===== src/rtl/led_pattern_ctrl_pkg.sv =====
// Shared encodings for the LED pattern controller: modes, control states and
// the LED pattern constants, plus helpers to validate a mode and render a pattern.
package led_pattern_ctrl_pkg;

  typedef enum logic [2:0] {
    MODE_OFF       = 3'd0,
    MODE_FLOW_L    = 3'd1,
    MODE_FLOW_R    = 3'd2,
    MODE_PING_PONG = 3'd3,
    MODE_BLINK     = 3'd4
  } mode_e;

  typedef enum logic [1:0] {
    ST_IDLE   = 2'd0,
    ST_RUN    = 2'd1,
    ST_PAUSED = 2'd2
  } state_e;

  localparam logic [7:0] LED_NONE = 8'h00;
  localparam logic [7:0] LED_LSB  = 8'h01;
  localparam logic [7:0] LED_MSB  = 8'h80;
  localparam logic [7:0] LED_ALL  = 8'hFF;

  function automatic logic mode_is_legal(input logic [2:0] m);
    return (m <= 3'd4);
  endfunction

  // pos is the position within the pattern: bit index for the flowing modes,
  // phase (bit 0) for blink.
  function automatic logic [7:0] pattern_of(input mode_e m, input logic [2:0] pos);
    logic [7:0] p;
    case (m)
      MODE_FLOW_L, MODE_PING_PONG: p = LED_LSB << pos;
      MODE_FLOW_R:                 p = LED_MSB >> pos;
      MODE_BLINK:                  p = pos[0] ? LED_NONE : LED_ALL;
      default:                     p = LED_NONE;
    endcase
    return p;
  endfunction

endpackage


===== src/rtl/led_pattern_ctrl_step_timer.sv =====
// Step timer: holds the step period and a free-running cycle counter that
// produces a terminal-count pulse once per period while enabled.
module led_step_timer #(
  parameter int unsigned DEFAULT_PERIOD = 25000000
) (
  input  logic        clk,
  input  logic        rst,
  input  logic        load_i,
  input  logic [31:0] period_i,
  input  logic        clear_i,
  input  logic        en_i,
  output logic        tc_o
);

  logic [31:0] period_q;
  logic [31:0] cnt_q;
  logic [31:0] cnt_d;

  // A load or clear in the same cycle as terminal count suppresses the pulse.
  assign tc_o = en_i && !load_i && !clear_i && (cnt_q == (period_q - 32'd1));

  always_comb begin
    cnt_d = cnt_q;
    if (load_i || clear_i) begin
      cnt_d = 32'd0;
    end else if (en_i) begin
      cnt_d = tc_o ? 32'd0 : cnt_q + 32'd1;
    end
  end

  always_ff @(posedge clk) begin
    if (rst) begin
      period_q <= 32'(DEFAULT_PERIOD);
      cnt_q    <= 32'd0;
    end else begin
      if (load_i) begin
        period_q <= period_i;
      end
      cnt_q <= cnt_d;
    end
  end

endmodule


===== src/rtl/led_pattern_ctrl.sv =====
// LED pattern controller: config handshake, IDLE/RUN/PAUSED control and the
// pattern generator; step timing comes from led_step_timer.
module led_pattern_ctrl
  import led_pattern_ctrl_pkg::*;
#(
  parameter int unsigned CLOCK_FREQ     = 50000000,
  parameter int unsigned DEFAULT_PERIOD = CLOCK_FREQ / 2
) (
  input  logic        clk,
  input  logic        rst,
  input  logic        cfg_valid,
  output logic        cfg_ready,
  input  logic [2:0]  cfg_mode,
  input  logic [31:0] cfg_period,
  input  logic        pause,
  output logic [7:0]  led,
  output logic        step,
  output logic        cfg_err
);

  state_e     state_q;
  mode_e      mode_q;
  logic [2:0] pos_q;
  logic [2:0] pos_d;
  logic       dir_q;
  logic       dir_d;
  logic [7:0] led_q;
  logic       step_q;
  logic       err_q;
  logic       ready_q;

  logic       accept;
  logic       cfg_ok;
  logic       load;
  logic       run_en;
  logic       tc;

  assign accept = cfg_valid && ready_q;
  assign cfg_ok = mode_is_legal(cfg_mode) && (cfg_period != 32'd0);
  assign load   = accept && cfg_ok;
  // Live pause gates counting so the freeze takes effect in the cycle pause rises.
  assign run_en = (state_q != ST_IDLE) && !pause && !load;

  led_step_timer #(
    .DEFAULT_PERIOD(DEFAULT_PERIOD)
  ) u_timer (
    .clk      (clk),
    .rst      (rst),
    .load_i   (load),
    .period_i (cfg_period),
    .clear_i  (state_q == ST_IDLE),
    .en_i     (run_en),
    .tc_o     (tc)
  );

  // Ping-pong bounces between bit 0 and bit 7, showing each end once per sweep.
  always_comb begin
    pos_d = pos_q + 3'd1;
    dir_d = dir_q;
    if (mode_q == MODE_PING_PONG) begin
      if (!dir_q) begin
        if (pos_q == 3'd6) dir_d = 1'b1;
      end else begin
        pos_d = pos_q - 3'd1;
        if (pos_q == 3'd1) dir_d = 1'b0;
      end
    end
  end

  always_ff @(posedge clk) begin
    if (rst) begin
      state_q <= ST_IDLE;
      mode_q  <= MODE_OFF;
      pos_q   <= 3'd0;
      dir_q   <= 1'b0;
      led_q   <= LED_NONE;
      step_q  <= 1'b0;
      err_q   <= 1'b0;
      ready_q <= 1'b0;
    end else begin
      ready_q <= !accept;
      err_q   <= accept && !cfg_ok;
      step_q  <= 1'b0;
      if (load) begin
        mode_q <= mode_e'(cfg_mode);
        pos_q  <= 3'd0;
        dir_q  <= 1'b0;
        led_q  <= pattern_of(mode_e'(cfg_mode), 3'd0);
        if (cfg_mode == MODE_OFF) begin
          state_q <= ST_IDLE;
        end else begin
          state_q <= pause ? ST_PAUSED : ST_RUN;
        end
      end else begin
        if (state_q != ST_IDLE) begin
          state_q <= pause ? ST_PAUSED : ST_RUN;
        end
        if (tc) begin
          pos_q  <= pos_d;
          dir_q  <= dir_d;
          led_q  <= pattern_of(mode_q, pos_d);
          step_q <= 1'b1;
        end
      end
    end
  end

  assign cfg_ready = ready_q;
  assign led       = led_q;
  assign step      = step_q;
  assign cfg_err   = err_q;

endmodule


===== config.mk =====
export PLATFORM = sky130hd
export DESIGN_NAME = led_pattern_ctrl
export DESIGN_NICKNAME = d
export VERILOG_FILES = /design/src/rtl/led_pattern_ctrl_pkg.sv /design/src/rtl/led_pattern_ctrl_step_timer.sv /design/src/rtl/led_pattern_ctrl.sv
export SDC_FILE = /design/constraint.sdc
export NUM_CORES = 1
export LEC_CHECK = 0
export ABC_AREA = 1
export BUFFER_PORTS_ARGS = -buffer_cell sky130_fd_sc_hd__buf_2
export CAP_MARGIN = 10
export CELL_PAD_IN_SITES_DETAIL_PLACEMENT = 1
export CELL_PAD_IN_SITES_GLOBAL_PLACEMENT = 1
export CORE_MARGIN = 8
export CORE_UTILIZATION = 47
export CTS_BUF_LIST = sky130_fd_sc_hd__clkbuf_2
export DETAILED_ROUTE_END_ITERATION = 10
export PLACE_DENSITY = 0.88
export SLEW_MARGIN = 20
export SYNTH_ARGS = -nofsm -noshare
export SYNTH_HDL_FRONTEND = slang
export SYNTH_SLANG_ARGS = --single-unit

===== constraint.sdc =====
create_clock -name clk -period 5.5 [get_ports clk]
set_input_delay 1.1 -clock clk [delete_from_list [all_inputs] [get_ports clk]]
set_output_delay 1.1 -clock clk [all_outputs]
set_load 0.03 [all_outputs]

* Word level (Yosys, flattened, before mapping)
Index checks and enable logic that the tools add are counted.
** Storage, ports and cells
- Register bits :: 84
- Bits in latches :: 0
- Bits in writable memories :: 0
- ROM bits :: 0
- Output and inout bits :: 11
- Memories :: 0
** Operators by class
- Add/subtract/negate cells :: 4
- Multiply operators :: 0
- Div/mod/pow operators :: 0
- Order comparisons :: 1
- Equality and inequality tests :: 11
- Shift-type cells :: 2
- Mux-type cells :: 16
- Bitwise operators :: 0
- Reduce and logical (&&, ||, !) cells :: 26
** Operators by type and width (count)
- $pmux W8 S3 :: 2
- $add A32 B1 Y32 const B :: 1
- $eq A32 B32 Y1 :: 1
- $mux W32 :: 1
- $reduce_bool A32 Y1 :: 1
- $sub A32 B1 Y32 const B :: 1
- $mux W8 :: 3
- $eq A3 B2 Y1 const B :: 4
- $eq A3 B1 Y1 const B :: 3
- $eq A3 B3 Y1 const B :: 3
- $logic_and A1 B1 Y1 :: 9
- $mux W2 :: 4
- $reduce_or A2 Y1 :: 4
- $shl A1 B3 Y8 const A :: 1
- $shr A8 B3 Y8 const A :: 1
- $mux W3 :: 2
- $reduce_bool A2 Y1 :: 3
- $logic_not A1 Y1 :: 5
- $mux W1 :: 4
- $add A3 B1 Y3 const B :: 1
- $le A3 B3 Y1 const B :: 1
- $logic_not A3 Y1 :: 1
- $sub A3 B1 Y3 const B :: 1
- $logic_not A2 Y1 :: 1
- 2 further kinds :: 2

* Logic depth before layout (Yosys ltp)
Gate-level depths: netlist of run 1.
- Depth after elaboration :: 10
- Gate-level depth with buffers :: 19
- Gate-level depth less buffers :: 18

* Cells and area by module
From an unflattened synthesis of run 1, not the netlist that was laid out.
** Second synthesis, totals
- Cells, all modules :: 919
- Area total of the unflattened synthesis :: 5793.1 um^2
** Modules (own cells, without submodules)
- led_step_timer :: instances 1, cells each 696, area each 4369.2 um^2
- led_pattern_ctrl :: instances 1, cells each 223, area each 1423.9 um^2

* Worst setup path before layout of run 1
Ideal clock, no wire load.
- Path kind :: input to register
- From :: in cfg_period[21]
- To :: reg u_timer.cnt_q[31]
- Library setup time :: 0.116 ns
- Arrival time :: 2.612 ns
- Data required time :: 5.384 ns
- Path slack :: 2.773 ns
- Stages on the path :: 14
- Path buffers :: 0
- Path through :: inv_1 nand2_1 nor2_1 nand2_1 nor2_1 nand2_1 nand3_1 nand2_2 inv_1 nand4_1 nor3_1 nand3_1 o21ai_0 nor2_1
** Between the ends
- Cells in the longest elaborated chain, start to end :: 9
- Elaborated cells on any way between the ends :: 11
- Those cells by class :: 1 x mux; 10 x reduce/logical
** Ends and longest elaborated chain
- from (decl) :: line led_pattern_ctrl.sv:14 : input logic [31:0] cfg_period,
- $reduce_bool A32 Y1 (*) :: line led_pattern_ctrl.sv:39 : assign cfg_ok = mode_is_legal(cfg_mode) && (cfg_period != 32'd0);
- $logic_and A1 B1 Y1 (*) :: line led_pattern_ctrl.sv:39
- $logic_and A1 B1 Y1 (*) :: line led_pattern_ctrl.sv:40 : assign load = accept && cfg_ok;
- $logic_not A1 Y1 :: line led_pattern_ctrl_step_timer.sv:20, led_pattern_ctrl.sv:42
- $logic_and A1 B1 Y1 :: line led_pattern_ctrl.sv:42 : assign run_en = (state_q != ST_IDLE) && !pause && !load;
- $logic_and A1 B1 Y1 (3 in series) :: line led_pattern_ctrl_step_timer.sv:20 : assign tc_o = en_i && !load_i && !clear_i && (cnt_q == (period_q - 32'd1));
- $mux W32 :: line led_pattern_ctrl_step_timer.sv:27 : cnt_d = tc_o ? 32'd0 : cnt_q + 32'd1;
- to (signal assigned) :: line led_pattern_ctrl_step_timer.sv:39 : cnt_q <= cnt_d;
- to (decl) :: line led_pattern_ctrl_step_timer.sv:16 : logic [31:0] cnt_q;
Every way passes the cells marked *; elsewhere a longest branch is shown, timed or not.
A chain may end at the register's enable or synchronous reset.

* Worst setup path after layout of run 1
- From :: in cfg_period[17]
- To :: reg u_timer.cnt_q[31]
Same word-level chain as after synthesis.

==> results.py, run 1 <==
metrics = {
    "run_status": {
        "run_status": "complete, no violations",
    },
    "logic_synthesis": {
        "synth-seq-cells": 84,
        "yosysMostFrequentCell": "nand2_1",
        "ys_types": 42,
        "synth_top_area_share": 0.2993,
        "syn_avg_cell_area_sq_um": 6.108,
        "ys_seq_area_frac": 0.2993,
        "synth_largest_area_cell": "dfxtp_1",
        "yosys_warnings": 0,
        "synthTopCellsByArea": "dfxtp_1, nand2_1, nor2_1",
        "synth-async-reset-ratio": 0,
        "synth_area_sq_mm": 0.005619,
        "synth_common_cells": "nand2_1, nor2_1, inv_1",
        "synth-edff-count": 0,
        "netlist_instances": 920,
        "synth_ff_type": "dfxtp_1",
        "synth_nets": 965,
    },
    "clocking": {
        "postCtsHoldBufs": 0,
        "clkLatencyLatePin_ns": 0.59,
        "post_cts_buffers": 0,
        "cts_tree": "done",
        "clock-root-buffer": "clkbuf_2",
        "htreeDepth": 3,
        "numCtsBuffers": 9,
        "cts.repair.resized": 0,
        "cts_sinks": 84,
        "cts_buffer_depth": 2,
        "clk_pin_slew_worst_paths_ns": 0.26,
    },
    "placement": {
        "place.detailed.hpwl_um": 14910,
        "gp_congestion": 0.8885,
        "port_buffers": 49,
    },
    "cells_and_area": {
        "layout.nets": 1010,
        "fillCellCount": 1714,
        "drive_gt1_frac": 0.1072,
        "antenna_cells": 0,
        "seq_area_sq_mm": 0.001682,
        "synthToLayoutAreaGrowth_pct": 8.729,
        "multi_input_area_sq_mm": 0.003430,
    },
    "power_and_ir_drop": {
        "worst_ir_drop_vdd_uv": 156.1,
        "total_power_mw": 1.191,
        "combPwrFrac": 0.165,
        "powerDensity_mw_per_mm2": 194.9,
        "p_sw_frac": 0.3250,
        "p_leak_nw": 2.712,
        "power.switching_mw": 0.3870,
        "seq_power_share": 0.545,
        "power_frac_clock": 0.290,
        "p_int_mw": 0.8038,
    },
    "timing": {
        "period_share": 0.5726,
        "finalSetupViolCount": 0,
        "worstMarginPinSlew_ns": 0.8746,
        "rsz0062_at_grt": "false",
        "fin_setup_tns_ns": 0,
        "hold_viol_final": 0,
        "maxSlewHeadroom": 0.4124,
        "fmax_ghz": 0.3175,
        "drv_slew": 0,
        "fin_crit_ns": 3.150,
        "skew_ns": 0.04103,
    },
    "die": {
        "die_width_um": 125.3,
        "core_area_sq_mm": 0.01186,
        "dieArea_sq_mm": 0.01571,
        "pin_count": 50,
        "dieHeight_um": 125.3,
        "start_util": 0.4737,
        "placementRows": 40,
    },
    "drt": {
        "wl_per_cell_um": 16.33,
        "vias": 5973,
        "drc_errors": 0,
        "routed_via_density": 5.347,
        "drt-pass1-iter-count": 4,
        "postRouteAntennaNets": 0,
        "highest_layer": "met4",
        "route.met3.wl_um": 605,
        "dr_wl_met2_um": 8738,
        "drt_iter0_drc": 288,
        "routed_wl_um": 18240,
        "m1WireLength_um": 8412,
    },
    "worst_hold_path": {
        "hold_path_class": "reg2reg",
    },
    "grt": {
        "grt_pass1_vias": 6053,
        "grt_max_degree": 44,
        "antenna_found_initial": 0,
        "grt_use_total": 0.2340,
        "grt_pass1_wl_um": 29750,
        "gr-total-overflow": 0,
    },
    "worst_setup_path": {
        "end_kind": "flip-flop",
        "crit_required_ns": 5.98,
        "worst_ep_arrival_time_ns": 3.63,
        "cp-start-kind": "primary input",
        "critical_path.max_stage_delay_ns": 0.36,
        "path_buf_inv": 2,
        "cp_slowest_cell": "nand3_2",
        "crit_path_max_fanout": 25,
        "crit_family": "simple AND/OR/NAND/NOR gates",
        "crit_top_cell": "nor2_1",
        "cp_cell_sequence": "buf_2 > nor2_1 > and2_1 > nand2_1 > nor2_1 > nand2_1 > nand3_2 > nand2_2 > inv_1 > nand4_1 > nor3_1 > nand3_1 > o21ai_0 > nor2_1",
        "crit_type": "in2reg",
    },
    "flow_run": {
        "maxCapViolations": 0,
    },
}
-- per-layer routing --
layer  GRT usage  up-vias
li1            -     3022
met1      0.2796     2816
met2      0.4088      104
met3     0.03655       31
met4     0.09814        0
met5           0        -
-- state kept, by name, summed over array words and instances, names as in the netlist --
| register | cells |
|---|---|
| cfg_err | 1 |
| cfg_ready | 1 |
| dir_q | 1 |
| led | 8 |
| mode_q | 3 |
| pos_q | 3 |
| state_q | 2 |
| step | 1 |
| u_timer.cnt_q | 32 |
| u_timer.period_q | 32 |
-- worst min-delay path: stages (launching register included) --
cell	delay, ns
dfxtp_1	0.37
nor2_1	0.10
nor2_1	0.05
-- layout make-up --
| type | count | share of cell area |
|---|---|---|
| sequential | 84 | 0.2752 |
| clock buffer | 10 | 0.008192 |
| clock inverter | 6 | 0.01188 |
| multi-input combinational | 705 | 0.5613 |
| inverter | 113 | 0.06942 |
| tap | 147 | 0.03010 |
| timing repair buffer | 52 | 0.04383 |
-- through the flow --
stage                     setup slack [ns]  utilization  area (sq um)  std cells  hold slack [ns]
after floorplan                      2.773            -          5619        920           0.4479
after global placement               1.902       0.5047          5987       1101           0.4719
after detailed placement             1.768       0.5047          5987       1101           0.4721
after CTS                            2.378       0.5151          6110       1117           0.5110
after global routing                 2.004       0.5151          6110       1117           0.5471
final                                2.350       0.5151          6110       1117           0.5076
-- path summary, 6_finish.rpt --
check / start / endpoint / slack, ns / depth (start not counted)
max reg2reg: pos_q[0] / led[1] / 2.57 / 13
max: cfg_period[17] / u_timer.cnt_q[31] / 2.35 / 14
min reg2reg: led[2] / led[2] / 0.51 / 2
min: led[2] / led[2] / 0.51 / 2
-- power groups by stage --
stage	logic (mW)	clock network (mW)	registers, mW
final	0.196	0.346	0.649
after global routing	0.218	0.378	0.652
after CTS	0.196	0.353	0.649
after detailed placement	0.195	0	0.660
after global placement	0.189	0	0.659
after floorplan	0.132	0	0.660
-- kinds of logic (layout without fill, tap and decap cells) --
family	Yosys count	count (layout)	synth area share
xor gates and xnor gates	38	38	0.06168
buffers and inverters	131	181	0.09130
adders and majority gates	6	6	0.01336
AOI/OAI and AO/OA	99	99	0.09931
DFF	84	84	0.2993
and+or+nand+nor	562	562	0.4351
-- layout by cell type (no fill, tap or decap), types with 2 or more instances in the layout --
cell / count
a211oi_1: 2
a21boi_0: 3
a21oi_1: 36
a21oi_2: 2
a31oi_1: 2
and2_1: 3
buf_2: 49
buf_4: 3
clkbuf_2: 10
clkinv_4: 3
dfxtp_1: 84
ha_1: 6
inv_1: 108
inv_2: 5
nand2_1: 239
nand2_2: 8
nand3_1: 84
nand3b_1: 4
nand4_1: 17
nor2_1: 156
nor2_2: 11
nor2_4: 3
nor3_1: 25
nor4_1: 3
o211ai_1: 8
o21ai_0: 36
o21ai_1: 2
o21bai_1: 4
o22ai_1: 2
or2_2: 2
xnor2_1: 15
xor2_1: 22
Note: power is estimated with default switching activity, not from simulation.
==> inputs of run 2 (changes only) <==
CORE_UTILIZATION = 43   (was 47)
PLACE_DENSITY = 0.81   (was 0.88)
clock period = 3 ns   (was 5.5 ns; I/O delays follow)
==> run 2 against run 1 <==
  * Non-clock buffer count up 10
  * Critical path depth grew 2
  * First-iteration DRC count grew 19%
  * Sequential share of layout area fell by 0.35 points
  * Largest power group unchanged
  * Core utilization decreased by 2.7 points
  * Clock power rose by 58%
  * Hold slack got worse by 0.33 ns
  * Global-route usage is 0.50 points lower
  * Largest cell class unchanged
  * Wire length fell by 0.45%
  * Clock skew shrank 0.016 ns
==> results.py, run 2 (synthesized netlist as in run 1, its figures left out) <==
metrics = {
    "run_status": {
        "run_status": "complete, no violations",
    },
    "placement": {
        "place.detailed.hpwl_um": 15070,
        "gp_congestion": 0.9248,
        "placed_area_sq_mm": 0.006071,
        "port_buffers": 49,
        "dp_cells": 1133,
    },
    "clocking": {
        "cts_sinks": 84,
        "clkLatencyLatePin_ns": 0.60,
        "numCtsBuffers": 9,
        "cts.repair.resized": 0,
        "cts_tree": "done",
        "cts_buffer_depth": 2,
        "htreeDepth": 3,
        "clk_pin_slew_worst_paths_ns": 0.25,
        "clock-root-buffer": "clkbuf_2",
    },
    "flow_run": {
        "maxCapViolations": 0,
    },
    "timing": {
        "fmax_ghz": 0.3723,
        "maxSlewHeadroom": 0.4144,
        "finalSetupViolCount": 0,
        "worstMarginPinSlew_ns": 0.8718,
        "hold_viol_final": 0,
        "fin_setup_tns_ns": 0,
        "period_share": 0.8954,
        "fin_crit_ns": 2.686,
        "drv_slew": 0,
        "skew_ns": 0.02482,
        "holdWs_ns": 0.1745,
        "rsz0062_at_grt": "false",
    },
    "cells_and_area": {
        "synthToLayoutAreaGrowth_pct": 10.11,
        "layout_commonest_cell": "nand2_1",
        "fin_area_sq_mm": 0.006187,
        "drive_gt1_frac": 0.1154,
        "layout.nets": 1020,
        "final_cell_mix": "nand2_1, nor2_1, inv_1, nand3_1, dfxtp_1",
        "antenna_cells": 0,
        "final_cells": 1151,
    },
    "worst_setup_path": {
        "crit_family": "simple AND/OR/NAND/NOR gates",
        "crit_top_cell": "nand2_1",
        "r2r-start": "u_timer.period_q[0]",
        "r2r-end": "led[5]",
        "crit_path_max_fanout": 11,
        "critical_path.max_stage_delay_ns": 0.38,
        "crit_type": "reg2reg",
        "reg2reg_depth": 16,
        "endpoint": "led[5]",
        "crit_required_ns": 3.54,
        "cp_slowest_cell": "dfxtp_1",
        "reg2reg_slack_ns": 0.31,
        "cp-start-kind": "flip-flop",
        "worst_ep_arrival_time_ns": 3.23,
        "path_buf_inv": 1,
        "crit_start": "u_timer.period_q[0]",
        "cp_cell_sequence": "inv_2 > ha_1 > nand2_2 > nor2_8 > nand2_2 > o21ai_1 > nand2_1 > nand2_1 > nand2_1 > nor2_1 > nand2_1 > nor2_4 > nand3_4 > nand2_2 > and2_1 > nor2_1",
        "worst-path-stages": 16,
        "end_kind": "flip-flop",
    },
    "drt": {
        "wl_per_cell_um": 15.78,
        "drt_iter0_drc": 343,
        "drc_errors": 0,
        "routed_wl_um": 18160,
        "routed_via_density": 5.184,
        "vias": 5967,
        "drt-pass1-iter-count": 5,
        "postRouteAntennaNets": 0,
    },
    "grt": {
        "grt_max_degree": 41,
        "gr-total-overflow": 0,
        "grt_use_total": 0.2290,
        "antenna_found_initial": 0,
        "grt_pass1_wl_um": 30450,
        "grt_pass1_vias": 6057,
    },
    "power_and_ir_drop": {
        "p_leak_nw": 2.739,
        "power_frac_clock": 0.260,
        "power.switching_mw": 0.7145,
        "p_sw_frac": 0.3397,
        "worst_ir_drop_vdd_uv": 217.9,
        "combPwrFrac": 0.173,
        "powerDensity_mw_per_mm2": 339.9,
        "p_int_mw": 1.389,
        "seq_power_share": 0.566,
    },
    "die": {
        "die_width_um": 130.3,
        "placementRows": 41,
        "core_area_sq_mm": 0.01267,
        "pin_count": 50,
        "dieHeight_um": 130.3,
        "start_util": 0.4435,
        "dieArea_sq_mm": 0.01698,
    },
    "worst_hold_path": {
        "hold_path_class": "in2reg",
        "hold_depth": 2,
    },
}
-- run 2: changes by cell type in the layout (fill, tap and decap cells not counted), sizes merged --
cell / before / now
inv: 114 / 115
bufinv: 1 / 0
clkinv: 3 / 1
buf: 52 / 62
clkbuf: 10 / 9
clkinvlp: 1 / 3
-- run 2: stage by stage --
| step | setup WS [ns] | power [mW] | utilization |
|---|---|---|---|
| final | 0.3138 | 2.103 | 0.4883 |
| after global routing | 0.03210 | 2.229 | 0.4883 |
| after CTS | 0.2908 | 2.125 | 0.4865 |
| after detailed placement | 0.3036 | 1.574 | 0.4791 |
| after global placement | 0.2968 | 1.567 | 0.4791 |
| after floorplan | 0.7726 | 1.452 | - |
-- run 2: area by class of cell --
type,instances,area (sq um)
Fill cell,1860,6484
Multi-Input combinational cell,705,3430
Sequential cell,84,1682
Inverter,113,424.2
Timing Repair Buffer,62,342.8
Tap cell,172,215.2
Clock inverter,6,48.80
Clock buffer,9,45.04
-- run 2: power groups by stage --
stage               Clock [mW]  Sequential, mW  Combinational, mW
global placement             0            1.21              0.356
detailed placement           0            1.21              0.362
finish                   0.547            1.19              0.365
CTS                      0.570            1.19              0.364
global route             0.620            1.20              0.412
floorplan                    0            1.21              0.242
-- run 2: routing by layer --
| metal | GRT usage | part of all wire | vias up |
|---|---|---|---|
| met1 | 0.2914 | 0.47 | 2827 |
| met2 | 0.3924 | 0.48 | 81 |
| li1 | - | - | 3039 |
| met3 | 0.03835 | 0.038 | 20 |
| met5 | 0 | 0 | - |
| met4 | 0.05738 | 0.013 | 0 |
-- run 2: repair_timing --
item | in CTS | in global routing
endpoints found under the setup margin | 0 | 1
buffers inserted | 0 | 3
endpoints found under the hold margin | 0 | 0
hold buffers | 0 | 0
-- run 2: how the worst min path moves through the flow --
stage	start	to	slack (ns)
4_1_cts	pause	state_q[0]	0.12
3_3_place_gp	u_timer.period_q[1]	u_timer.period_q[1]	0.47
5_1_grt	pause	state_q[0]	0.11
3_5_place_dp	led[6]	led[6]	0.47
2_1_floorplan	u_timer.period_q[1]	u_timer.period_q[1]	0.45
6_report	pause	state_q[0]	0.17
-- run 2: worst reg2reg max path, delay by kind of cell, from the launching register on --
family	cells	cell delay [ns]
flip-flops	1	0.38
buffers and inverters	1	0.08
AO/OA/AOI/OAI	1	0.28
AND/OR/NAND/NOR	13	1.68
adder cells (fa/ha/maj)	1	0.22
==> inputs of run 3 (changes only) <==
--- a/config.mk
+++ b/config.mk
@@ -12,8 +12,9 @@
 export CELL_PAD_IN_SITES_GLOBAL_PLACEMENT = 1
 export CORE_MARGIN = 8
-export CORE_UTILIZATION = 43
+export CORE_UTILIZATION = 31
 export CTS_BUF_LIST = sky130_fd_sc_hd__clkbuf_2
 export DETAILED_ROUTE_END_ITERATION = 10
-export PLACE_DENSITY = 0.81
+export GPL_TIMING_DRIVEN = 1
+export PLACE_DENSITY = 0.61
 export SLEW_MARGIN = 20
 export SYNTH_ARGS = -nofsm -noshare
==> constraint.sdc (replaced) <==
create_clock -name clk -period 3 [get_ports clk]
set_input_delay 0.6 -clock clk [delete_from_list [all_inputs] [get_ports clk]]
set_output_delay 0.6 -clock clk [all_outputs]
set_load 0.02 [all_outputs]
==> run 3 against run 2 <==
  * Sequential power about the same
  * Cell count up 5.1%
  * Combinational power increased by 1%
  * Count of clock-buffer cells in the layout grew 1
  * Critical path type unchanged
  * Critical endpoint is now led[0]
  * Largest cell class unchanged
==> results.py, run 3 (synthesized netlist as in run 1, its figures left out) <==
metrics = {
    "timing": {
        "worstMarginPinSlew_ns": 0.8834,
        "fin_setup_tns_ns": 0,
        "skew_ns": 0.04038,
        "rsz0062_at_grt": "false",
        "period_share": 0.9022,
        "fin_crit_ns": 2.707,
        "drv_slew": 0,
        "maxSlewHeadroom": 0.4065,
        "hold_viol_final": 0,
        "finalSetupViolCount": 0,
        "fmax_ghz": 0.3695,
    },
    "cells_and_area": {
        "final_cell_mix": "nand2_1, nor2_1, inv_1, nand3_1, dfxtp_1",
        "fin_area_sq_mm": 0.006271,
        "antenna_cells": 0,
        "drive_gt1_frac": 0.1172,
        "layout.nets": 1021,
        "synthToLayoutAreaGrowth_pct": 11.60,
        "layout_commonest_cell": "nand2_1",
    },
    "clocking": {
        "clock-root-buffer": "clkbuf_2",
        "post_cts_buffers": 0,
        "clk_pin_slew_worst_paths_ns": 0.29,
        "cts_tree": "done",
        "postCtsHoldBufs": 0,
        "numCtsBuffers": 9,
        "cts_sinks": 84,
        "cts_buffer_depth": 2,
        "clkLatencyLatePin_ns": 0.62,
        "cts.repair.resized": 0,
        "htreeDepth": 3,
    },
    "die": {
        "dieArea_sq_mm": 0.02269,
        "dieHeight_um": 150.6,
        "pin_count": 50,
        "die_width_um": 150.6,
        "core_area_sq_mm": 0.01790,
        "start_util": 0.3139,
        "placementRows": 49,
    },
    "grt": {
        "antenna_found_initial": 0,
        "gr-total-overflow": 0,
        "grt_max_degree": 40,
        "grt_pass1_wl_um": 32080,
        "grt_pass1_vias": 6066,
        "grt_use_total": 0.1820,
    },
    "worst_setup_path": {
        "crit_type": "reg2reg",
        "end_kind": "flip-flop",
        "cp-start-kind": "flip-flop",
        "crit_required_ns": 3.58,
        "worst_ep_arrival_time_ns": 3.28,
        "crit_path_max_fanout": 13,
    },
    "drt": {
        "vias": 5901,
        "wl_per_cell_um": 16.36,
        "routed_via_density": 4.877,
        "drt-pass1-iter-count": 7,
        "drc_errors": 0,
        "drt_iter0_drc": 296,
        "postRouteAntennaNets": 0,
        "routed_wl_um": 19790,
    },
    "power_and_ir_drop": {
        "powerDensity_mw_per_mm2": 343.5,
        "worst_ir_drop_vdd_uv": 173.1,
        "p_leak_nw": 2.747,
    },
    "worst_hold_path": {
        "hold_path_class": "in2reg",
    },
    "placement": {
        "placed_area_sq_mm": 0.006172,
        "port_buffers": 49,
        "place.detailed.hpwl_um": 16390,
        "gp_congestion": 0.8717,
    },
    "run_status": {
        "run_status": "complete, no violations",
    },
    "flow_run": {
        "maxCapViolations": 0,
    },
}
[run 3: layout make-up]
class / instances / area [sq um]
fill: 2467 / 11630
clock inverter: 6 / 48.80
sequential: 84 / 1682
inverter: 113 / 424.2
timing repair buffer: 63 / 350.3
clock buffer: 10 / 50.05
multi-input combinational: 705 / 3430
tap: 229 / 286.5
[run 3: stage by stage]
step,hold WS (ns),worst slack [ns],std cells,power [mW],util
final,0.1613,0.2934,1210,2.154,0.3503
after floorplan,0.4479,0.7726,920,1.448,-
after global routing,0.08275,0.05692,1210,2.274,0.3503
after CTS,0.1139,0.2239,1210,2.187,0.3503
after global placement,0.4807,0.2388,1194,1.583,0.3448
after detailed placement,0.4803,0.1656,1194,1.587,0.3448
[run 3: critical path, cell delays in order (launching register included)]
cell and delay, ns:
dfxtp_1 0.43, nor2_1 0.17, nand2_1 0.11, nor2_4 0.29
nand2_1 0.17, nor2_1 0.15, xor2_1 0.26, inv_1 0.07
nor2_1 0.10, nand2_1 0.09, nor2_4 0.17, nand3_4 0.19
nand2_2 0.24, nand2_1 0.10, a21oi_2 0.12
[run 3: path summary, 6_finish.rpt]
path,startpoint,endpoint,slack (ns),cells past startpoint
worst min-delay path,pause,state_q[0],0.16,2
worst max-delay path,u_timer.period_q[3],led[0],0.29,14
worst max register to register,u_timer.period_q[3],led[0],0.29,14
worst min register to register,u_timer.period_q[1],u_timer.period_q[1],0.51,2
[run 3: routing by layer]
layer	GRT usage	share of wire	routed length, um
met5	0	0	0
met4	0.05938	0.019	376
met3	0.02705	0.028	556
met2	0.3002	0.46	9079
met1	0.2388	0.49	9780
[run 3: power breakdown]
part	total (mW)	switching (mW)	leakage, nW	internal [mW]
registers	1.19	0.0390	0.682	1.15
clock network	0.592	0.475	0.0547	0.117
logic	0.369	0.241	2.01	0.128
